[src/rtl/osd_wr_arbiter_pkg.sv]
// Shared configuration for the OSD write arbiter: parameter defaults,
// window FSM encoding and the pending-count saturation helper.
package osd_wr_arbiter_pkg;

    localparam int DW_DEFAULT          = 20;
    localparam int FIFO_DEPTH_DEFAULT  = 4;
    localparam int MAX_PER_WIN_DEFAULT = 64;
    localparam int PENDING_W           = 4;

    typedef enum logic [1:0] {
        ST_CLOSED    = 2'd0,
        ST_OPEN      = 2'd1,
        ST_EXHAUSTED = 2'd2
    } win_state_e;

    function automatic logic [PENDING_W-1:0] sat_pending(input logic [31:0] n);
        return (n > 32'd15) ? 4'hF : n[PENDING_W-1:0];
    endfunction

endpackage

[src/rtl/osd_wr_fifo.sv]
// Per-requester write queue with a registered ready and a one-cycle flush.
// Exposes the next-cycle count so the parent can register pending/defer.
module osd_wr_fifo
    import osd_wr_arbiter_pkg::*;
#(
    parameter  int DW    = DW_DEFAULT,
    parameter  int DEPTH = FIFO_DEPTH_DEFAULT,
    localparam int AW    = $clog2(DEPTH),
    localparam int CW    = AW + 1
) (
    input  logic          N64_CLK_i,
    input  logic          CTRL_nRST,
    input  logic          flush,
    input  logic          push_valid,
    input  logic [DW-1:0] push_data,
    output logic          ready,
    input  logic          pop,
    output logic          empty,
    output logic [DW-1:0] head,
    output logic [CW-1:0] count_next
);

    localparam logic [CW-1:0] DEPTH_C = CW'(DEPTH);

    logic [DW-1:0] mem [DEPTH];
    logic [AW-1:0] wr_ptr;
    logic [AW-1:0] rd_ptr;
    logic [CW-1:0] count;
    logic          do_push;
    logic          do_pop;

    // A push racing a flush is dropped along with the queued words.
    assign do_push = push_valid && ready && !flush;
    assign do_pop  = pop && !empty && !flush;
    assign empty   = (count == '0);
    assign head    = mem[rd_ptr];

    always_comb begin
        // NOTE: default first so every path assigns count_next and no latch is inferred.
        count_next = count;
        if (flush)
            count_next = '0;
        else if (do_push && !do_pop)
            count_next = count + CW'(1);
        else if (!do_push && do_pop)
            count_next = count - CW'(1);
    end

    always_ff @(posedge N64_CLK_i or negedge CTRL_nRST) begin
        if (!CTRL_nRST) begin
            wr_ptr <= '0;
            rd_ptr <= '0;
            count  <= '0;
            ready  <= 1'b0;
        end else begin
            count <= count_next;
            ready <= (count_next < DEPTH_C);
            if (flush) begin
                wr_ptr <= '0;
                rd_ptr <= '0;
            end else begin
                if (do_push) wr_ptr <= wr_ptr + AW'(1);
                if (do_pop)  rd_ptr <= rd_ptr + AW'(1);
            end
        end
    end

    // NOTE: storage has no reset; an empty count makes stale contents unobservable.
    always_ff @(posedge N64_CLK_i) begin
        if (do_push) mem[wr_ptr] <= push_data;
    end

endmodule

[src/rtl/osd_wr_arbiter.sv]
// Round-robin arbiter draining two requester queues into OSD RAM during
// vertical blanking, with a per-window write budget.
module osd_wr_arbiter
    import osd_wr_arbiter_pkg::*;
#(
    parameter int DW          = DW_DEFAULT,
    parameter int FIFO_DEPTH  = FIFO_DEPTH_DEFAULT,
    parameter int MAX_PER_WIN = MAX_PER_WIN_DEFAULT
) (
    input  logic                 N64_CLK_i,
    input  logic                 CTRL_nRST,
    input  logic                 vblank_i,
    input  logic                 flush_i,
    input  logic                 req0_valid_i,
    input  logic [DW-1:0]        req0_data_i,
    output logic                 req0_ready_o,
    input  logic                 req1_valid_i,
    input  logic [DW-1:0]        req1_data_i,
    output logic                 req1_ready_o,
    output logic                 wr_en_o,
    output logic [DW-1:0]        wr_data_o,
    output logic                 wr_src_o,
    output logic [PENDING_W-1:0] pending_o,
    output logic                 defer_o
);

    localparam int          CW         = $clog2(FIFO_DEPTH) + 1;
    localparam logic [7:0]  BUDGET_MAX = 8'(MAX_PER_WIN);

    win_state_e    state, state_next;
    logic          vblank_q;
    logic [7:0]    budget, budget_next;
    logic          last_src;
    logic          sel_src;
    logic          pop_any;
    logic          closing;
    logic          empty0, empty1;
    logic [DW-1:0] head0, head1;
    logic [CW-1:0] cnt0_next, cnt1_next;
    logic [31:0]   pending_sum;

    osd_wr_fifo #(.DW(DW), .DEPTH(FIFO_DEPTH)) u_fifo0 (
        .N64_CLK_i  (N64_CLK_i),
        .CTRL_nRST  (CTRL_nRST),
        .flush      (flush_i),
        .push_valid (req0_valid_i),
        .push_data  (req0_data_i),
        .ready      (req0_ready_o),
        .pop        (pop_any && !sel_src),
        .empty      (empty0),
        .head       (head0),
        .count_next (cnt0_next)
    );

    osd_wr_fifo #(.DW(DW), .DEPTH(FIFO_DEPTH)) u_fifo1 (
        .N64_CLK_i  (N64_CLK_i),
        .CTRL_nRST  (CTRL_nRST),
        .flush      (flush_i),
        .push_valid (req1_valid_i),
        .push_data  (req1_data_i),
        .ready      (req1_ready_o),
        .pop        (pop_any && sel_src),
        .empty      (empty1),
        .head       (head1),
        .count_next (cnt1_next)
    );

    assign pending_sum = 32'(cnt0_next) + 32'(cnt1_next);

    always_comb begin
        state_next  = state;
        budget_next = budget;
        pop_any     = 1'b0;
        closing     = 1'b0;
        sel_src     = last_src;

        if (!empty0 && !empty1)
            sel_src = ~last_src;
        else if (!empty0)
            sel_src = 1'b0;
        else if (!empty1)
            sel_src = 1'b1;

        unique case (state)
            ST_CLOSED: begin
                // Only a fresh edge opens a window; a level already high at reset is ignored.
                if (vblank_i && !vblank_q) begin
                    state_next  = ST_OPEN;
                    budget_next = '0;
                end
            end
            ST_OPEN: begin
                if (!vblank_i) begin
                    state_next = ST_CLOSED;
                    closing    = 1'b1;
                end else if (!flush_i && (!empty0 || !empty1)) begin
                    pop_any     = 1'b1;
                    budget_next = budget + 8'd1;
                    if (budget_next >= BUDGET_MAX)
                        state_next = ST_EXHAUSTED;
                end
            end
            ST_EXHAUSTED: begin
                if (!vblank_i) begin
                    state_next = ST_CLOSED;
                    closing    = 1'b1;
                end
            end
            default: state_next = ST_CLOSED;
        endcase
    end

    always_ff @(posedge N64_CLK_i or negedge CTRL_nRST) begin
        if (!CTRL_nRST) begin
            state     <= ST_CLOSED;
            vblank_q  <= 1'b1;
            budget    <= '0;
            last_src  <= 1'b1;
            wr_en_o   <= 1'b0;
            wr_data_o <= '0;
            wr_src_o  <= 1'b0;
            pending_o <= '0;
            defer_o   <= 1'b0;
        end else begin
            // NOTE: non-blocking assignments so every register samples pre-edge values.
            state     <= state_next;
            vblank_q  <= vblank_i;
            budget    <= budget_next;
            wr_en_o   <= pop_any;
            pending_o <= sat_pending(pending_sum);
            defer_o   <= closing && (pending_sum != 32'd0);
            if (pop_any) begin
                last_src  <= sel_src;
                wr_src_o  <= sel_src;
                wr_data_o <= sel_src ? head1 : head0;
            end
        end
    end

endmodule

[config.mk]
export PLATFORM = sky130hd
export DESIGN_NAME = osd_wr_arbiter
export DESIGN_NICKNAME = d
export VERILOG_FILES = /design/src/rtl/osd_wr_arbiter_pkg.sv /design/src/rtl/osd_wr_fifo.sv /design/src/rtl/osd_wr_arbiter.sv
export SDC_FILE = /design/constraint.sdc
export NUM_CORES = 1
export LEC_CHECK = 0
export CAP_MARGIN = 40
export CORE_MARGIN = 2
export CORE_UTILIZATION = 45
export CTS_CLUSTER_SIZE = 40
export DETAILED_ROUTE_END_ITERATION = 8
export GPL_TIMING_DRIVEN = 0
export PLACE_DENSITY = 0.64
export SLEW_MARGIN = 20
export SYNTH_ARGS = -nofsm -noshare
export SYNTH_HDL_FRONTEND = slang
export SYNTH_SLANG_ARGS = --single-unit
[constraint.sdc]
create_clock -name N64_CLK_i -period 4 [get_ports N64_CLK_i]
set_input_delay 0.8 -clock N64_CLK_i [delete_from_list [all_inputs] [get_ports N64_CLK_i]]
set_output_delay 0.8 -clock N64_CLK_i [all_outputs]
set_load 0.05 [all_outputs]
=== Word level (Yosys, flattened, before mapping) ===
Memories as Yosys holds them, arrays and structs flattened.
Index checks and enable logic that the tools add are counted.

* Bitwise logic cells: 1
* Mux-type cells: 38
* Eq/ne operators: 8
* Reductions and logical operators: 40
* Magnitude comparators: 4
* Add/subtract/negate cells: 10

{| class="wikitable"
|+ Operators with widths
! operator !! number
|-
| nonzero test 32 bit || 1
|-
| 2-to-1 mux 2 bit || 13
|-
| 2-to-1 mux 8 bit || 3
|-
| 2-to-1 mux 20 bit || 1
|-
| logical AND 1 bit || 18
|-
| 2-to-1 mux 3 bit || 6
|-
| case mux 8 bit (2 select lines) || 1
|-
| 2-to-1 mux 1 bit || 12
|-
| nonzero test 2 bit || 5
|-
| zero test 1 bit || 9
|-
| adder 2 x 1 -> 2 bit (second input constant) || 4
|-
| adder 8 x 1 -> 8 bit (second input constant) || 1
|-
| greater-or-equal comparator 8 x 7 -> 1 bit (second input constant) || 1
|-
| inequality test 2 bit (second input constant) || 4
|-
| AND reduction 4 bit || 2
|-
| adder 3 x 1 -> 3 bit (second input constant) || 2
|-
| zero test 3 bit || 2
|-
| less-than comparator 3 bit (second input constant) || 2
|-
| inequality test 3 bit (second input constant) || 2
|-
| case mux 2 bit (3 select lines) || 1
|-
| subtractor 3 x 1 -> 3 bit (second input constant) || 2
|-
| adder 3 x 3 -> 4 bit || 1
|-
| > comparator 4 bit (second input constant) || 1
|-
| 2-to-1 mux 4 bit || 1
|-
| other kinds (6) || 6
|}

* Input port bits: 46
* Register bits: 55
* Bits in writable memories: 160
* Logic and storage cells: 120
* Output and inout port bits: 29
* Memories kept: 2

{| class="wikitable"
|+ Memories
! memory !! depth !! width !! rd ports !! clocked after Yosys merged registers in !! wr ports !! RTL line !! text
|-
| u_fifo0.mem || 4 || 20 || 1 || 0 || 1 || osd_wr_fifo.sv:25 || <nowiki>logic [DW-1:0] mem [DEPTH];</nowiki>
|-
| u_fifo1.mem || 4 || 20 || 1 || 0 || 1 || osd_wr_fifo.sv:25 ||
|}

=== Longest topological paths before layout ===
Gate-level depths: netlist (run 1).

* Word-level depth: 17
* Gate-level depth with buffers: 11

=== Hierarchy ===
From an unflattened synthesis (run 1), not the netlist that was laid out.

* Cell total of the unflattened synthesis: 505
* Area, all modules: 8,838.5 um2

{| class="wikitable"
|+ Modules (own cells, without submodules)
! module !! area each (um2) !! cells each !! instances
|-
| osd_wr_fifo (u_fifo1) || 3,430.8 || 157 || 1
|-
| osd_wr_fifo (u_fifo0) || 3,419.5 || 159 || 1
|-
| osd_wr_arbiter || 1,988.2 || 189 || 1
|}

=== Least setup slack after synthesis (run 1) ===
No wires, ideal clock.

* Kind: input to register
* Start point: in vblank_i
* End point: reg defer_o
* Slack: 689 ps
* Path buffers: 0
* Stages on the path: 8
* Required time: 3,880 ps
* Data arrival time: 3,192 ps
* Cell sequence: nand2_1 -> a2111oi_1 -> mux2_2 -> mux2_1 -> ha_1 -> xor2_1 -> or4_1 -> and3_1

* Word-level cells in the longest chain between the ends: 12
* Elaborated cells between the ends (all ways): 25
* Classes of those cells: add/sub (1); mux (10); reduce/logical (14)

{| class="wikitable"
|+ Ends and longest elaborated chain
! element !! RTL line !! text
|-
| start, declared || osd_wr_arbiter.sv:12 || <nowiki>input logic vblank_i,</nowiki>
|-
| 2-to-1 mux 1 bit * || osd_wr_arbiter.sv:93 || <nowiki>if (!vblank_i) begin</nowiki>
|-
| 2-to-1 mux 1 bit * || osd_wr_arbiter.sv:84 || <nowiki>unique case (state)</nowiki>
|-
| logical AND 1 bit * || osd_wr_arbiter.sv:49 || <nowiki>.pop (pop_any && !sel_src),</nowiki>
|-
| logical AND 1 bit * (2 in series) || osd_wr_fifo.sv:34 || <nowiki>assign do_pop = pop && !empty && !flush;</nowiki>
|-
| logical AND 1 bit / zero test 1 bit (equally long branches) || osd_wr_fifo.sv:45, osd_wr_fifo.sv:43 ||
|-
| 2-to-1 mux 3 bit / logical AND 1 bit (equally long branches) || osd_wr_fifo.sv:45, osd_wr_fifo.sv:43 ||
|-
| 2-to-1 mux 3 bit * || osd_wr_fifo.sv:43 || <nowiki>else if (do_push && !do_pop)</nowiki>
|-
| 2-to-1 mux 3 bit * || osd_wr_fifo.sv:41 || <nowiki>if (flush)</nowiki>
|-
| named net cnt0_next[2] || osd_wr_arbiter.sv:39 || <nowiki>logic [CW-1:0] cnt0_next, cnt1_next;</nowiki>
|-
| adder 3 x 3 -> 4 bit * || osd_wr_arbiter.sv:68 || <nowiki>assign pending_sum = 32'(cnt0_next) + 32'(cnt1_next);</nowiki>
|-
| nonzero test 32 bit * || osd_wr_arbiter.sv:131 || <nowiki>defer_o <= closing && (pending_sum != 32'd0);</nowiki>
|-
| logical AND 1 bit * || osd_wr_arbiter.sv:131 ||
|-
| end signal, assigned || osd_wr_arbiter.sv:131 ||
|-
| end, declared || osd_wr_arbiter.sv:24 || <nowiki>output logic defer_o</nowiki>
|}

The timed path passes the listed nets; every way through them passes the cells marked *.
A chain may end at the register's enable or synchronous reset.

=== Worst setup path after layout (run 1) ===
* Start point: in flush_i
* End point: reg defer_o

* Word-level cells in the longest chain between the ends: 15
* Elaborated cells between the ends (all ways): 30
* Classes of those cells: add/sub (1); mux (9); reduce/logical (20)

{| class="wikitable"
|+ Ends and longest elaborated chain
! element !! RTL line !! text
|-
| start, declared || osd_wr_arbiter.sv:13 || <nowiki>input logic flush_i,</nowiki>
|-
| zero test 1 bit || osd_wr_fifo.sv:33, osd_wr_fifo.sv:34, osd_wr_arbiter.sv:96 ||
|-
| logical AND 1 bit || osd_wr_arbiter.sv:96 || <nowiki>end else if (!flush_i && (!empty0 || !empty1)) begin</nowiki>
|-
| 2-to-1 mux 1 bit || osd_wr_arbiter.sv:96 ||
|-
| 2-to-1 mux 1 bit || osd_wr_arbiter.sv:93 ||
|-
| 2-to-1 mux 1 bit || osd_wr_arbiter.sv:84 ||
|-
| logical AND 1 bit || osd_wr_arbiter.sv:49 ||
|-
| logical AND 1 bit (2 in series) || osd_wr_fifo.sv:34 ||
|-
| logical AND 1 bit / zero test 1 bit (equally long branches) || osd_wr_fifo.sv:45, osd_wr_fifo.sv:43 ||
|-
| 2-to-1 mux 3 bit / logical AND 1 bit (equally long branches) || osd_wr_fifo.sv:45, osd_wr_fifo.sv:43 ||
|-
| 2-to-1 mux 3 bit || osd_wr_fifo.sv:43 ||
|-
| 2-to-1 mux 3 bit * || osd_wr_fifo.sv:41 ||
|-
| named net cnt0_next[1] || osd_wr_arbiter.sv:39 ||
|-
| adder 3 x 3 -> 4 bit * || osd_wr_arbiter.sv:68 ||
|-
| nonzero test 32 bit * || osd_wr_arbiter.sv:131 ||
|-
| logical AND 1 bit * || osd_wr_arbiter.sv:131 ||
|}

Marks and branches as above.

==> results of run 1 <==
[worst paths after layout]
| kind | startpoint | endpoint | slack [ns] | depth (start not counted) |
|---|---|---|---|---|
| max | flush_i | defer_o | 0.23 | 11 |
| min | CTRL_nRST | wr_data_o[11] | 0.34 | 1 |
| max reg2reg | state[1] | defer_o | 0.45 | 10 |
| min reg2reg | wr_data_o[17] | wr_data_o[17] | 0.55 | 2 |
| max in group asynchronous | CTRL_nRST | u_fifo1.count[0] | 3.19 | 1 |
| min in group N64_CLK_i | wr_data_o[17] | wr_data_o[17] | 0.55 | 2 |
[through the flow]
stage | instances | worst slack, ns
after floorplan | 518 | 0.689
after global placement | 857 | -1.11
after detailed placement | 873 | -0.460
after CTS | 914 | 0.0481
after global routing | 915 | 0.0676
final | 915 | 0.232
[cells by family after synthesis]
| group | Yosys count | share of synthesized area [%] |
|---|---|---|
| xor gates and xnor gates | 7 | 0.695 |
| buffers and inverters | 39 | 1.81 |
| DFF | 215 | 70.1 |
| AOI/OAI and AO/OA | 69 | 4.95 |
| and+or+nand+nor | 97 | 5.70 |
| adders and majority gates | 22 | 3.20 |
| muxes | 69 | 13.6 |
[metal layers]
layer	GRT usage [%]	vias to the layer above
li1	-	2255
met1	23.6	2472
met2	32.4	130
met3	3.11	31
met4	5.16	2
met5	0	-
[where the power goes]
part,switching [mW],internal (mW)
Clock,0.834,1.20
Combinational,1.01,0.592
Sequential,0.145,2.63
[flip-flops by register name (all words and copies together), names as in the netlist]
signal,cells
wr_src_o,1
last_src,1
u_fifo1.mem,80
u_fifo1.ready,1
u_fifo1.count,3
state,2
u_fifo1.rd_ptr,2
u_fifo1.wr_ptr,2
u_fifo0.ready,1
pending_o,4
u_fifo0.wr_ptr,2
u_fifo0.count,3
u_fifo0.mem,80
defer_o,1
budget,8
wr_en_o,1
u_fifo0.rd_ptr,2
vblank_q,1
wr_data_o,20
[final cells by class]
type                    count  area share, %
clock inverters             8           1.03
well taps                 265           3.06
plain buffers              21          0.856
repair buffers             91           8.28
flip-flops and latches    215           57.1
inverters                  18          0.624
multi-input cells         264           23.3
clock buffers              33           5.67
[critical path: cells and delay by family]
family	cells	cell delay [ns]
AOI/OAI and AO/OA	4	1.07
adders and majority gates	1	0.32
and+or+nand+nor	3	1.05
buffers and inverters	3	0.93
[layout by cell type, fill, tap and decap left out, types with 18 or more instances in the layout]
master,n
sky130_fd_sc_hd__a21oi_1,33
sky130_fd_sc_hd__clkbuf_1,22
sky130_fd_sc_hd__clkbuf_16,23
sky130_fd_sc_hd__clkdlybuf4s50_1,73
sky130_fd_sc_hd__dfrtp_1,53
sky130_fd_sc_hd__edfxtp_1,160
sky130_fd_sc_hd__ha_1,21
sky130_fd_sc_hd__inv_1,18
sky130_fd_sc_hd__mux2i_1,24
sky130_fd_sc_hd__mux4_2,40
sky130_fd_sc_hd__nand2_1,21
sky130_fd_sc_hd__nor2_1,30
==> impl_metrics.csv, run 1 <==
group,metric,value,unit
outcome,outcome,"finished, final reports clean",
logic_synthesis,synth.yosys.seq_area_share,70.1,%
route,routedWlPerCell,19.7,um
logic_synthesis,synthesis.area_per_instance,17.0,um^2
route,drt_pass1_iterations,4,
critical_path,cp_data_arrival_time,4.17,ns
logic_synthesis,syn-cell-area,8820,um^2
critical_path,critical_path.cell_chain,"clkdlybuf4s50_1 > clkbuf_1 > inv_1 > o2111ai_1 > or3_1 > a31oi_1 > ha_1 > a21o_1 > a21o_1 > or4_1 > and3_1",
clock_tree,clock_sinks,215,
pwr,vdd_ir_drop_max,776,uV
timing,timing.max_slew.rel_slack,42.2,%
logic_synthesis,commonest_cells_in_the_synthesized_netlist,"sky130_fd_sc_hd__edfxtp_1, sky130_fd_sc_hd__dfrtp_1, sky130_fd_sc_hd__mux4_2",
route,via_count,4890,
clock_tree,cts_tree,"done",
clock_tree,number_of_setup_buffers_added_after_cts,0,
timing,layout_skew,0.00732,ns
timing,worst_pin_slew,0.861,ns
cells_and_area,final_area,10800,um^2
route,met2_routed_wl,9390,um
clock_tree,cts_root_buffer,"sky130_fd_sc_hd__clkbuf_16",
clock_tree,clock_tree.buffer_depth,3,
critical_path,critical-path-top-cell-by-count,"sky130_fd_sc_hd__a21o_1",
route,dr.max_layer_used,"met5",
logic_synthesis,synth_edf_count,160,
grt,grt_max_degree,56,
cells_and_area,num-fill-cells,1531,
clock_tree,cts_hold_repair.buffers,0,
logic_synthesis,synth_ff_type,"sky130_fd_sc_hd__edfxtp_1",
timing,setup_violations,0,
clock_tree,worst_skew_pair.late_latency,0.52,ns
critical_path,setup.worst_path.start_class,"primary input",
pwr,powerDensity,593,nW/um^2
grt,grt_first_pass_wirelength,28600,um
placement,detailed_placer_s_ending_hpwl,12800,um
logic_synthesis,synth_cell_types,52,
clock_tree,clock_tree.htree_level_count,1,
logic_synthesis,synth_largest_type_area_fraction,54.4,%
timing,final-hold-violation-count,0,
route,detail_route.drc_violations,0,
timing,unrepaired_setup_endpoints_after_global_routing,"false",
pwr,p_total,6.41,mW
route,drtAntennaViolNets,0,
cells_and_area,final_net_count,702,
run,maxCapViolCount,0,
route,initialDrtViolationCount,231,
floorplanning,die_w,144,um
clock_tree,cts_resized,0,
critical_path,slowest_delay,0.53,ns
floorplanning,die_height,144,um
cells_and_area,area_growth,22.6,%
route,vias_per_cell,5.34,
cells_and_area,ff_latch_area,6180,um^2
logic_synthesis,postSynthRegisterBits,215,
timing,finalCriticalPeriod,3.77,ns
cells_and_area,multi_input_comb_area,2530,um^2
route,wl_met3,799,um
floorplanning,num_io_pins,75,
placement,gp_congestion,0.861,
worst_hold_path,worstHoldPathType,"in2async",
grt,grt_pass1_vias,5178,
floorplanning,std_cell_rows,51,
route,wirelength,18000,um
floorplanning,die_outline_area,20700,um^2
logic_synthesis,syn_inst,518,
route,route.layer.met1.wl,7340,um
timing,max_freq,0.265,GHz
cells_and_area,layout_utilization,56.0,%
timing,maxSlewViolCount,0,
clock_tree,clk_slew_on_worst_s_h_paths,0.06,ns
logic_synthesis,ys_warn_count,0,
logic_synthesis,synth_area_leader_cell,"sky130_fd_sc_hd__edfxtp_1",
pwr,power.static_leakage,3.84,nW
timing,setup-tns-final,0,ns
placement,port-buffer-count,74,
floorplanning,initial_core_util,45.6,%
logic_synthesis,postSynth.asyncResetShare,25.6,%
critical_path,timing.critical_path.fanout_max,10,
critical_path,setup.worst_path.end_class,"flop",
logic_synthesis,post-synth-top-count-cell,"sky130_fd_sc_hd__edfxtp_1",
critical_path,crit_required,4.40,ns
grt,groute.usage.overall,18.4,%
placement,dpl_cell_area,10100,um^2
timing,hold-worst-slack,0.345,ns
grt,number_of_antenna_violations_at_the_first_check_in_global_routing,1,
critical_path,critPathKind,"in2reg",
critical_path,critical-path-slowest-cell,"sky130_fd_sc_hd__clkdlybuf4s50_1",
clock_tree,tritoncts.num_buffers,23,
cells_and_area,antenna-diode-count,0,
logic_synthesis,synthTopCellsByArea,"sky130_fd_sc_hd__edfxtp_1, sky130_fd_sc_hd__dfrtp_1, sky130_fd_sc_hd__mux4_2",
grt,grt_overflow,0,
timing,timing.final.crit_share,94.2,%
cells_and_area,share_of_layout_cells_above_drive_strength_1,16.6,%
logic_synthesis,synthesis.nets,586,
floorplanning,core_area,19300,um^2
No activity file was read; power rests on OpenSTA's default activity.
==> run 2: changes to the inputs <==
==> constraint.sdc (replaced) <==
create_clock -name N64_CLK_i -period 4 [get_ports N64_CLK_i]
set_input_delay 0.6 -clock N64_CLK_i [delete_from_list [all_inputs] [get_ports N64_CLK_i]]
set_output_delay 0.6 -clock N64_CLK_i [all_outputs]
set_load 0.05 [all_outputs]
==> run 2 against run 1 <==
Compared with the run above: via count is 0.33% lower; fmax fell by 0.12%; global-route usage unchanged; sequential power hardly changed; clock power is essentially flat; flip-flop and latch count unchanged; sequential share of layout area barely moved; worst hold slack got worse by 0.20 ns; register-to-register slack worse by 0.22 ns; clock-buffer cell count unchanged.
==> impl_metrics.csv, run 2 (synthesis results as in run 1) <==
group,metric,value,unit
floorplanning,std_cell_rows,51,
route,via_count,4874,
clock_tree,cts_root_buffer,"sky130_fd_sc_hd__clkbuf_16",
pwr,p_total,6.41,mW
worst_hold_path,worstHoldPathType,"in2async",
route,routedWlPerCell,19.7,um
critical_path,critical-path-top-cell-by-count,"sky130_fd_sc_hd__ha_1",
run,maxCapViolCount,0,
critical_path,critical-path-slowest-cell,"sky130_fd_sc_hd__a2111oi_1",
cells_and_area,final_area,10800,um^2
clock_tree,tritoncts.num_buffers,23,
timing,maxSlewViolCount,0,
timing,setup_violations,0,
placement,preCtsSetupSlack,-0.260,ns
critical_path,crit_required,4.40,ns
timing,setup_slack,0.227,ns
cells_and_area,antenna-diode-count,0,
pwr,power.static_leakage,3.84,nW
floorplanning,num_io_pins,75,
critical_path,critical_path.cell_chain,"inv_1 > ha_1 > nand2_1 > a2111oi_1 > mux2_2 > mux2_1 > ha_1 > xor2_1 > or4_1 > and3_1",
placement,port-buffer-count,74,
critical_path,rr_worst_depth,10,
outcome,outcome,"finished, final reports clean",
grt,grt_max_degree,56,
critical_path,cp_data_arrival_time,4.17,ns
timing,layout_skew,0.00762,ns
cells_and_area,most-common-layout-cells,"sky130_fd_sc_hd__edfxtp_1, sky130_fd_sc_hd__clkdlybuf4s50_1, sky130_fd_sc_hd__dfrtp_1",
timing,worst_pin_slew,0.861,ns
cells_and_area,share_of_layout_cells_above_drive_strength_1,16.5,%
clock_tree,worst_skew_pair.late_latency,0.52,ns
floorplanning,die_outline_area,20700,um^2
route,initialDrtViolationCount,233,
critical_path,r2r_path_start,"state[1]",
placement,detailed_placer_s_ending_hpwl,12800,um
cells_and_area,largest_registers_ranked_by_flip_flop_count,"u_fifo0.mem x80, u_fifo1.mem x80, wr_data_o x20",
floorplanning,die_height,144,um
clock_tree,number_of_setup_buffers_added_after_cts,0,
grt,groute.usage.overall,18.4,%
clock_tree,clock_tree.htree_level_count,1,
critical_path,setup.worst_path.start_class,"flop",
timing,unrepaired_setup_endpoints_after_global_routing,"false",
grt,number_of_antenna_violations_at_the_first_check_in_global_routing,1,
timing,finalCriticalPeriod,3.77,ns
clock_tree,cts_hold_repair.buffers,0,
route,wirelength,18000,um
critical_path,timing.critical_path.fanout_max,5,
critical_path,slowest_delay,0.77,ns
clock_tree,clk_slew_on_worst_s_h_paths,0.06,ns
cells_and_area,area_growth,22.6,%
timing,max_freq,0.265,GHz
clock_tree,clock_tree.buffer_depth,3,
critical_path,regToRegSetupSlack,0.23,ns
pwr,vdd_ir_drop_max,776,uV
grt,grt_overflow,0,
clock_tree,clock_sinks,215,
route,drt_pass1_iterations,4,
route,drtAntennaViolNets,0,
critical_path,critical-path-top-delay-family,"simple AND/OR/NAND/NOR gates",
floorplanning,die_w,144,um
route,vias_per_cell,5.33,
timing,timing.max_slew.rel_slack,42.2,%
clock_tree,cts_tree,"done",
floorplanning,core_area,19300,um^2
critical_path,critical_path_buf_inv_count,1,
critical_path,setup.worst_path.end_class,"flop",
timing,timing.final.crit_share,94.3,%
floorplanning,initial_core_util,45.6,%
pwr,powerDensity,593,nW/um^2
critical_path,critPathKind,"reg2reg",
placement,gp_congestion,0.861,
placement,dpl_cell_area,10100,um^2
clock_tree,cts_resized,0,
grt,grt_first_pass_wirelength,28600,um
cells_and_area,layout_commonest_cell,"sky130_fd_sc_hd__edfxtp_1",
route,detail_route.drc_violations,0,
cells_and_area,final_net_count,702,
critical_path,crit-reg2reg-capture,"defer_o",
grt,grt_pass1_vias,5178,
timing,final-hold-violation-count,0,
## run 2: cell types whose count changed in the layout (fill, tap and decap cells not counted)
cell | before | now
sky130_fd_sc_hd__a2111oi_2 | 2 | 1
sky130_fd_sc_hd__a2111oi_1 | 0 | 1
## run 2: worst max path at each step
stage              from                  to  slack, ns  depth (start not counted)
2_1_floorplan  state[1]             defer_o       0.81                         10
3_3_place_gp    flush_i  u_fifo1.mem[2][17]      -0.91                          4
3_5_place_dp   vblank_i             defer_o      -0.26                          9
4_1_cts        state[1]             defer_o       0.22                         10
5_1_grt        state[1]             defer_o       0.04                         10
6_report       state[1]             defer_o       0.23                         10
## run 2: metrics by stage
step | cells | setup TNS, ns | hold slack (ns) | utilization [%]
final | 915 | 0 | 0.143 | 55.9
after detailed placement | 873 | -0.260 | 0.520 | 52.2
after floorplan | 518 | 0 | 0.304 | -
after CTS | 914 | 0 | 0.165 | 55.9
after global routing | 915 | 0 | 0.192 | 55.9
after global placement | 857 | -138.76 | 0.531 | 51.2
## run 2: routing by layer
layer  wire length (um)  global-route usage, %  up-vias
li1                   -                      -     2252
met1               7340                   23.6     2464
met2               9370                   32.4      125
met3                830                   3.11       31
met4                487                   5.16        2
met5                 12                      0        -
## run 2: cell type report
cell class	instances	area, um^2
sequential	215	6180
tap	265	332
inverter	18	67.6
multi-input combinational	264	2520
timing repair buffer	91	896
clock buffer	33	613
fill	1532	8520
clock inverter	8	111
buffer	21	92.6
## run 2: power by group
group	leakage, nW	internal (mW)	switching, mW
Combinational	1.36	0.592	1.01
Sequential	2.14	2.63	0.145
Clock	0.346	1.20	0.833
